### src/rtl/bus_seq_pkg.sv
// bus_seq_pkg: instruction-cycle phase encoding shared by the sequencer,
// the cpu and system benches, plus the cm_ram bank decode.
package bus_seq_pkg;

  typedef enum logic [3:0] {
    PH_A1   = 4'd0,
    PH_A2   = 4'd1,
    PH_A3   = 4'd2,
    PH_M1   = 4'd3,
    PH_M2   = 4'd4,
    PH_X1   = 4'd5,
    PH_X2   = 4'd6,
    PH_X3   = 4'd7,
    PH_WAIT = 4'd8
  } phase_t;

  localparam int PHASE_COUNT = 8;

  // Bank 0 owns line 0 alone; any other code appears on lines 3:1.
  function automatic logic [3:0] cm_ram_decode(
    input logic [2:0] bank
  );
    cm_ram_decode = (bank == 3'd0) ? 4'b0001
                                   : {bank, 1'b0};
  endfunction

endpackage

### src/rtl/bus_cycle_sequencer.sv
// bus_cycle_sequencer: 8-phase bus timing, drive enables, cm lines, DCL bank.
// Define BUS_SEQ_INSTR_COUNT_EN to build the instruction cycle counter.
module bus_cycle_sequencer
  import bus_seq_pkg::*;
#(
  parameter int COUNT_WIDTH = 16
) (
  input  logic                   clock,
  input  logic                   reset,
  input  logic                   hold,
  input  logic                   io_cmd,
  input  logic                   io_read,
  input  logic                   src,
  input  logic                   dcl_write,
  input  logic [2:0]             dcl_value,
  output logic [3:0]             phase,
  output logic                   sync,
  output logic                   cpu_drive,
  output logic                   rom_drive,
  output logic                   dev_drive,
  output logic                   cm_rom,
  output logic [3:0]             cm_ram,
  output logic [COUNT_WIDTH-1:0] instr_count
);

  phase_t     state_q, state_d;
  logic       io_read_q, io_read_d;
  logic       src_q, src_d;
  logic [2:0] bank_q, bank_d;
  logic       cm_act;

`ifdef BUS_SEQ_INSTR_COUNT_EN
  logic [COUNT_WIDTH-1:0] count_q, count_d;
`endif

  always_comb begin
    state_d   = state_q;
    io_read_d = io_read_q;
    src_d     = src_q;
    bank_d    = bank_q;
`ifdef BUS_SEQ_INSTR_COUNT_EN
    count_d   = count_q;
`endif
    unique case (state_q)
      PH_A1: state_d = PH_A2;
      PH_A2: state_d = PH_A3;
      PH_A3: state_d = PH_M1;
      PH_M1: state_d = PH_M2;
      PH_M2: begin
        state_d   = PH_X1;
        io_read_d = io_read;
        src_d     = src;
      end
      PH_X1: state_d = PH_X2;
      PH_X2: state_d = PH_X3;
      PH_X3: begin
        state_d   = hold ? PH_WAIT : PH_A1;
        io_read_d = 1'b0;
        src_d     = 1'b0;
        if (dcl_write) bank_d = dcl_value;
`ifdef BUS_SEQ_INSTR_COUNT_EN
        count_d = count_q + COUNT_WIDTH'(1);
`endif
      end
      PH_WAIT: state_d = hold ? PH_WAIT : PH_A1;
      default: state_d = PH_WAIT;
    endcase
  end

  always_ff @(posedge clock) begin
    if (reset) begin
      state_q   <= PH_WAIT;
      io_read_q <= 1'b0;
      src_q     <= 1'b0;
      bank_q    <= 3'd0;
`ifdef BUS_SEQ_INSTR_COUNT_EN
      count_q   <= '0;
`endif
    end else begin
      state_q   <= state_d;
      io_read_q <= io_read_d;
      src_q     <= src_d;
      bank_q    <= bank_d;
`ifdef BUS_SEQ_INSTR_COUNT_EN
      count_q   <= count_d;
`endif
    end
  end

`ifdef BUS_SEQ_INSTR_COUNT_EN
  assign instr_count = count_q;
`else
  assign instr_count = '0;
`endif

  // Only the M2 command term looks at a live input (io_cmd).
  always_comb begin
    phase     = state_q;
    sync      = 1'b0;
    cpu_drive = 1'b0;
    rom_drive = 1'b0;
    dev_drive = 1'b0;
    cm_act    = 1'b0;
    unique case (state_q)
      PH_A1, PH_A2: cpu_drive = 1'b1;
      PH_A3: begin
        cpu_drive = 1'b1;
        cm_act    = 1'b1;
      end
      PH_M1: rom_drive = 1'b1;
      PH_M2: begin
        rom_drive = 1'b1;
        cm_act    = io_cmd;
      end
      PH_X1: ;
      PH_X2: begin
        cpu_drive = src_q;
        dev_drive = !src_q && io_read_q;
        cm_act    = src_q;
      end
      PH_X3: begin
        cpu_drive = src_q;
        sync      = !hold;
      end
      PH_WAIT: sync = !hold;
      default: ;
    endcase
    cm_rom = cm_act;
    cm_ram = cm_act ? cm_ram_decode(bank_q) : 4'b0000;
  end

endmodule

### config.mk
export PLATFORM = sky130hd
export DESIGN_NAME = bus_cycle_sequencer
export DESIGN_NICKNAME = d
export VERILOG_FILES = /design/src/rtl/bus_seq_pkg.sv /design/src/rtl/bus_cycle_sequencer.sv
export SDC_FILE = /design/constraint.sdc
export NUM_CORES = 1
export LEC_CHECK = 0
export CAP_MARGIN = 20
export CORE_ASPECT_RATIO = 1.2
export CORE_MARGIN = 5
export CORE_UTILIZATION = 38
export DETAILED_ROUTE_END_ITERATION = 8
export PLACE_DENSITY = 0.79
export SYNTH_ARGS = -nofsm -noshare
export SYNTH_HDL_FRONTEND = slang
export SYNTH_SLANG_ARGS = --single-unit
### constraint.sdc
create_clock -name clock -period 1.8 [get_ports clock]
set_clock_uncertainty 0.1 [all_clocks]
set_input_delay 0.36 -clock clock [delete_from_list [all_inputs] [get_ports clock]]
set_output_delay 0.36 -clock clock [all_outputs]
set_load 0.02 [all_outputs]
==> reports/summary.md <==
The flow ran to the end, but the final reports show violations. The final reports fail on negative setup slack. The cell count after synthesis came out at 81. Dividing the final minimum period by the clock period gives 108%. Once the floorplan was initialized, standard cells occupied 39.4% of the core.

Summing every instance area after synthesis gives 713 µm². The initial antenna violation count came out at 0. The first element of the critical path is phase[1]. Global routing used 12.4% of the available tracks.

Via count normalized by instance count: 4.86. The critical-path cell with the highest stage delay was sky130_fd_sc_hd__dfxtp_2. In this run the remaining antenna-violating nets after routing total 0. The pre-antenna-repair detailed-routing pass consisted of 3 iterations.

The netlist uses 31 different library cells. The most common cell after layout, fill and taps aside is sky130_fd_sc_hd__buf_4. The share of the synthesized area in the top cell type was 25.3%. The run gives 465 µm² as the multi-input logic area. Across the run, the number of max-cap violations was 0. For this design the static power due to leakage is 0.462 nW.

The core area was 1810 µm². The detailed placement HPWL is 1.37 mm, and the via count of the first global-routing pass is 606. The run gives -0.151 ns as the worst setup margin.

The class of the worst hold path is reg2reg. Setup slack on the worst reg-to-reg path comes out at 0.27 ns. Sequential standard cell area: 188 µm². Leaving out filler cells and counting taps, the final layout contains 137. The critical path ends at cm_ram[1].

The critical path in this run is classified as reg2out. The tools report the critical register-to-register path startpoint as phase[2]. Setup total negative slack on the finished layout was measured at -0.639 ns. The number of placed I/O pins was 39; the largest net degree at the start of global routing was 15. In the post-synthesis netlist, the biggest area contributors are sky130_fd_sc_hd__dfxtp_1 (25%), sky130_fd_sc_hd__buf_4 (19%), sky130_fd_sc_hd__nand2b_1 (7.0%), sky130_fd_sc_hd__mux2i_1 (4.2%), sky130_fd_sc_hd__nor2b_1 (3.5%). From left edge to right edge, the die measures 49.5 µm.

The tools report the post-layout net count as 129. Setup repair after global routing could not meet its margin everywhere. Dividing total power by cell area gives a power density of 479 nW/µm². Counting tap cells, the placed design contains a total of 127 instances. The critical path crosses 6 cells after its start point.

TritonCTS built the clock tree. In this design, the largest share of critical-path delay is due to buffers and inverters. After clock tree synthesis, the clock-pin slew on the worst setup and hold paths is 0.07 ns. The most numerous cell on the critical path is sky130_fd_sc_hd__buf_4. The number of endpoints with negative hold slack in the final report is 0, and the critical-path maximum fanout is 3. Counting both buffers and inverters, the worst setup path holds a total of 3. The run gives 0.27 ns as the later-pin clock latency in the skew report.

The logs give 7 for the starting DRC count in detailed routing and 1.34 ns for the required arrival time at the worst endpoint. The endpoint identified for the worst register-to-register timing path is bank_q[2]. The cell sitting at the root of the clock tree is a sky130_fd_sc_hd__clkbuf_4. During placement, the flow inserted port buffers numbering 22. Cells with a size suffix above 1 make up 39.0% of the layout. Before CTS, the worst setup slack after placement is -0.690 ns. Sequential elements use 25.3% of the synthesized area.

The clock passes through at most 2 buffers. The clock drives 9 sinks. The die covers 2850 µm². For the worst setup path, the data arrival time is 1.49 ns. The top cell types in the final layout, fill and taps aside, are sky130_fd_sc_hd__buf_4 (20), sky130_fd_sc_hd__conb_1 (16), sky130_fd_sc_hd__nand2b_1 (8), sky130_fd_sc_hd__clkdlybuf4s50_1 (8), sky130_fd_sc_hd__buf_6 (7). The logs give 157 for the total of fill cells in the finished design and 666 for the total vias in the final route. STA classifies the critical path startpoint as a register.

The number of antenna diodes in the final layout is 0. The post-synthesis to final-layout area growth is 48.1%. The biggest area consumer among synthesized cells was sky130_fd_sc_hd__dfxtp_1.

For this run the aggregate overflow at the end of global routing stands at 0. The logs give 7 for the total setup violations reported at the end of the flow and 3 for the total clock buffers created by CTS. The depth of the worst register-to-register path was 5. The final layout contains routed wiring with a total length of 1.92 mm. The number of buffers added to fix hold violations after cts is 0.

After detailed routing, the average wire length per cell comes to 14.0 µm. Post-layout minimum cycle time: 1.95 ns. Final-report max-slew violation count: 0.

The synthesized design contains 9 register bits. The first global-routing pass estimated 2.75 mm of wire. Largest incremental delay on the critical path: 0.36 ns. The worst setup path is captured at an output pin.

The die is 57.5 µm tall. The peak ir drop on the vdd network is 0.260 mV, and the number of rows in the core area is 17. The signal on the critical path passes through buf_4, a21oi_4, nor4_4, buf_4, and2_4, buf_6.

The Yosys step of the flow raised 0 warnings. In the routed design, unresolved DRC markers number 0. Number of levels the H-tree was split into: 1.

The placer's final routability congestion estimate was 0.714; the synthesized area divided by synthesized cell count was 8.80 µm². Derived from the worst setup path, the maximum achievable clock frequency is 0.512 GHz.
-- layout make-up --
class | instances | area share (%)
flip-flops and latches | 9 | 17.8
multi-input cells | 65 | 44.1
clock buffers | 4 | 2.49
well taps | 19 | 2.25
repair buffers | 40 | 33.4
-- cells in the mapped netlist --
master                     count
sky130_fd_sc_hd__a21oi_1       3
sky130_fd_sc_hd__nor3_1        2
sky130_fd_sc_hd__a31oi_1       2
sky130_fd_sc_hd__and4b_1       1
sky130_fd_sc_hd__o32ai_1       2
sky130_fd_sc_hd__dfxtp_1       9
sky130_fd_sc_hd__nor4_4        1
sky130_fd_sc_hd__a21oi_2       1
sky130_fd_sc_hd__or2_1         1
sky130_fd_sc_hd__mux2i_1       3
sky130_fd_sc_hd__nand4_1       1
sky130_fd_sc_hd__a211oi_1      1
sky130_fd_sc_hd__nor2_1        3
sky130_fd_sc_hd__nor2b_4       1
sky130_fd_sc_hd__a22oi_1       2
sky130_fd_sc_hd__and2_2        3
sky130_fd_sc_hd__xnor2_1       1
sky130_fd_sc_hd__o31ai_1       1
sky130_fd_sc_hd__and4_1        1
sky130_fd_sc_hd__nand2_1       3
sky130_fd_sc_hd__buf_2         2
sky130_fd_sc_hd__nand2b_1      8
sky130_fd_sc_hd__nor2b_1       4
sky130_fd_sc_hd__buf_4        18
sky130_fd_sc_hd__conb_1        1
sky130_fd_sc_hd__and3b_4       1
sky130_fd_sc_hd__nor4b_1       1
sky130_fd_sc_hd__nor4b_4       1
sky130_fd_sc_hd__buf_6         1
sky130_fd_sc_hd__clkbuf_1      1
sky130_fd_sc_hd__nand3_1       1
-- worst reg2reg max path: cells and delay by family (launching register included) --
kind | cells | cell delay (ns)
flip-flops | 1 | 0.35
multiplexers | 1 | 0.21
buffers and inverters | 2 | 0.30
AND/OR/NAND/NOR | 2 | 0.49
-- worst min-delay path by stage --
stage	start	to	slack [ns]	cells past startpoint
after floorplan	io_read_q	io_read_q	0.36	2
after global placement	io_read_q	io_read_q	0.38	2
after detailed placement	io_read_q	io_read_q	0.41	2
after CTS	io_read_q	io_read_q	0.42	2
after global routing	io_read_q	io_read_q	0.45	2
final	io_read_q	io_read_q	0.41	2
-- what timing repair did --
item | 4_1_cts | 5_1_grt
pin swaps | 4 | 2
endpoints found under the setup margin | 13 | 9
buffers inserted | 1 | 6
resized for setup | 57 | 13
-- flip-flops by register name, indices dropped and copies added, names as in the netlist --
register	cells
bank_q	3
io_read_q	1
phase	4
src_q	1
-- metrics by stage --
stage / util, % / hold WS [ns] / area, µm² / total power (W)
2_1_floorplan: - / 0.364 / 771 / 0.000312
3_3_place_gp: 52.2 / 0.379 / 945 / 0.000333
3_5_place_dp: 52.2 / 0.409 / 945 / 0.000335
4_1_cts: 54.6 / 0.418 / 987 / 0.000493
5_1_grt: 58.4 / 0.449 / 1060 / 0.000526
6_report: 58.4 / 0.411 / 1060 / 0.000506
-- logic make-up after synthesis --
group	share of synthesized area, %
and+or+nand+nor	34.6
buffers and inverters	22.5
AOI/OAI and AO/OA	11.8
DFF	25.3
muxes	4.21
xor gates and xnor gates	1.23
other	0.526
-- power by group --
part / leakage, nW / total, W / switching, W / internal [W]
combinational: 0.372 / 0.000129 / 0.0000745 / 0.0000541
clock: 0.0150 / 0.000168 / 0.0000826 / 0.0000858
sequential: 0.0745 / 0.000209 / 0.00000607 / 0.000203
-- per-layer routing --
metal	wire, µm	part of all wire (%)	GRT usage, %	up-vias
li1	-	-	-	321
met1	730	38	13.3	308
met2	1020	53	21.1	32
met3	124	6.5	3.13	5
met4	39	2.0	7.87	0
met5	0	0	0	-
Power figures use the tool's default switching activity.
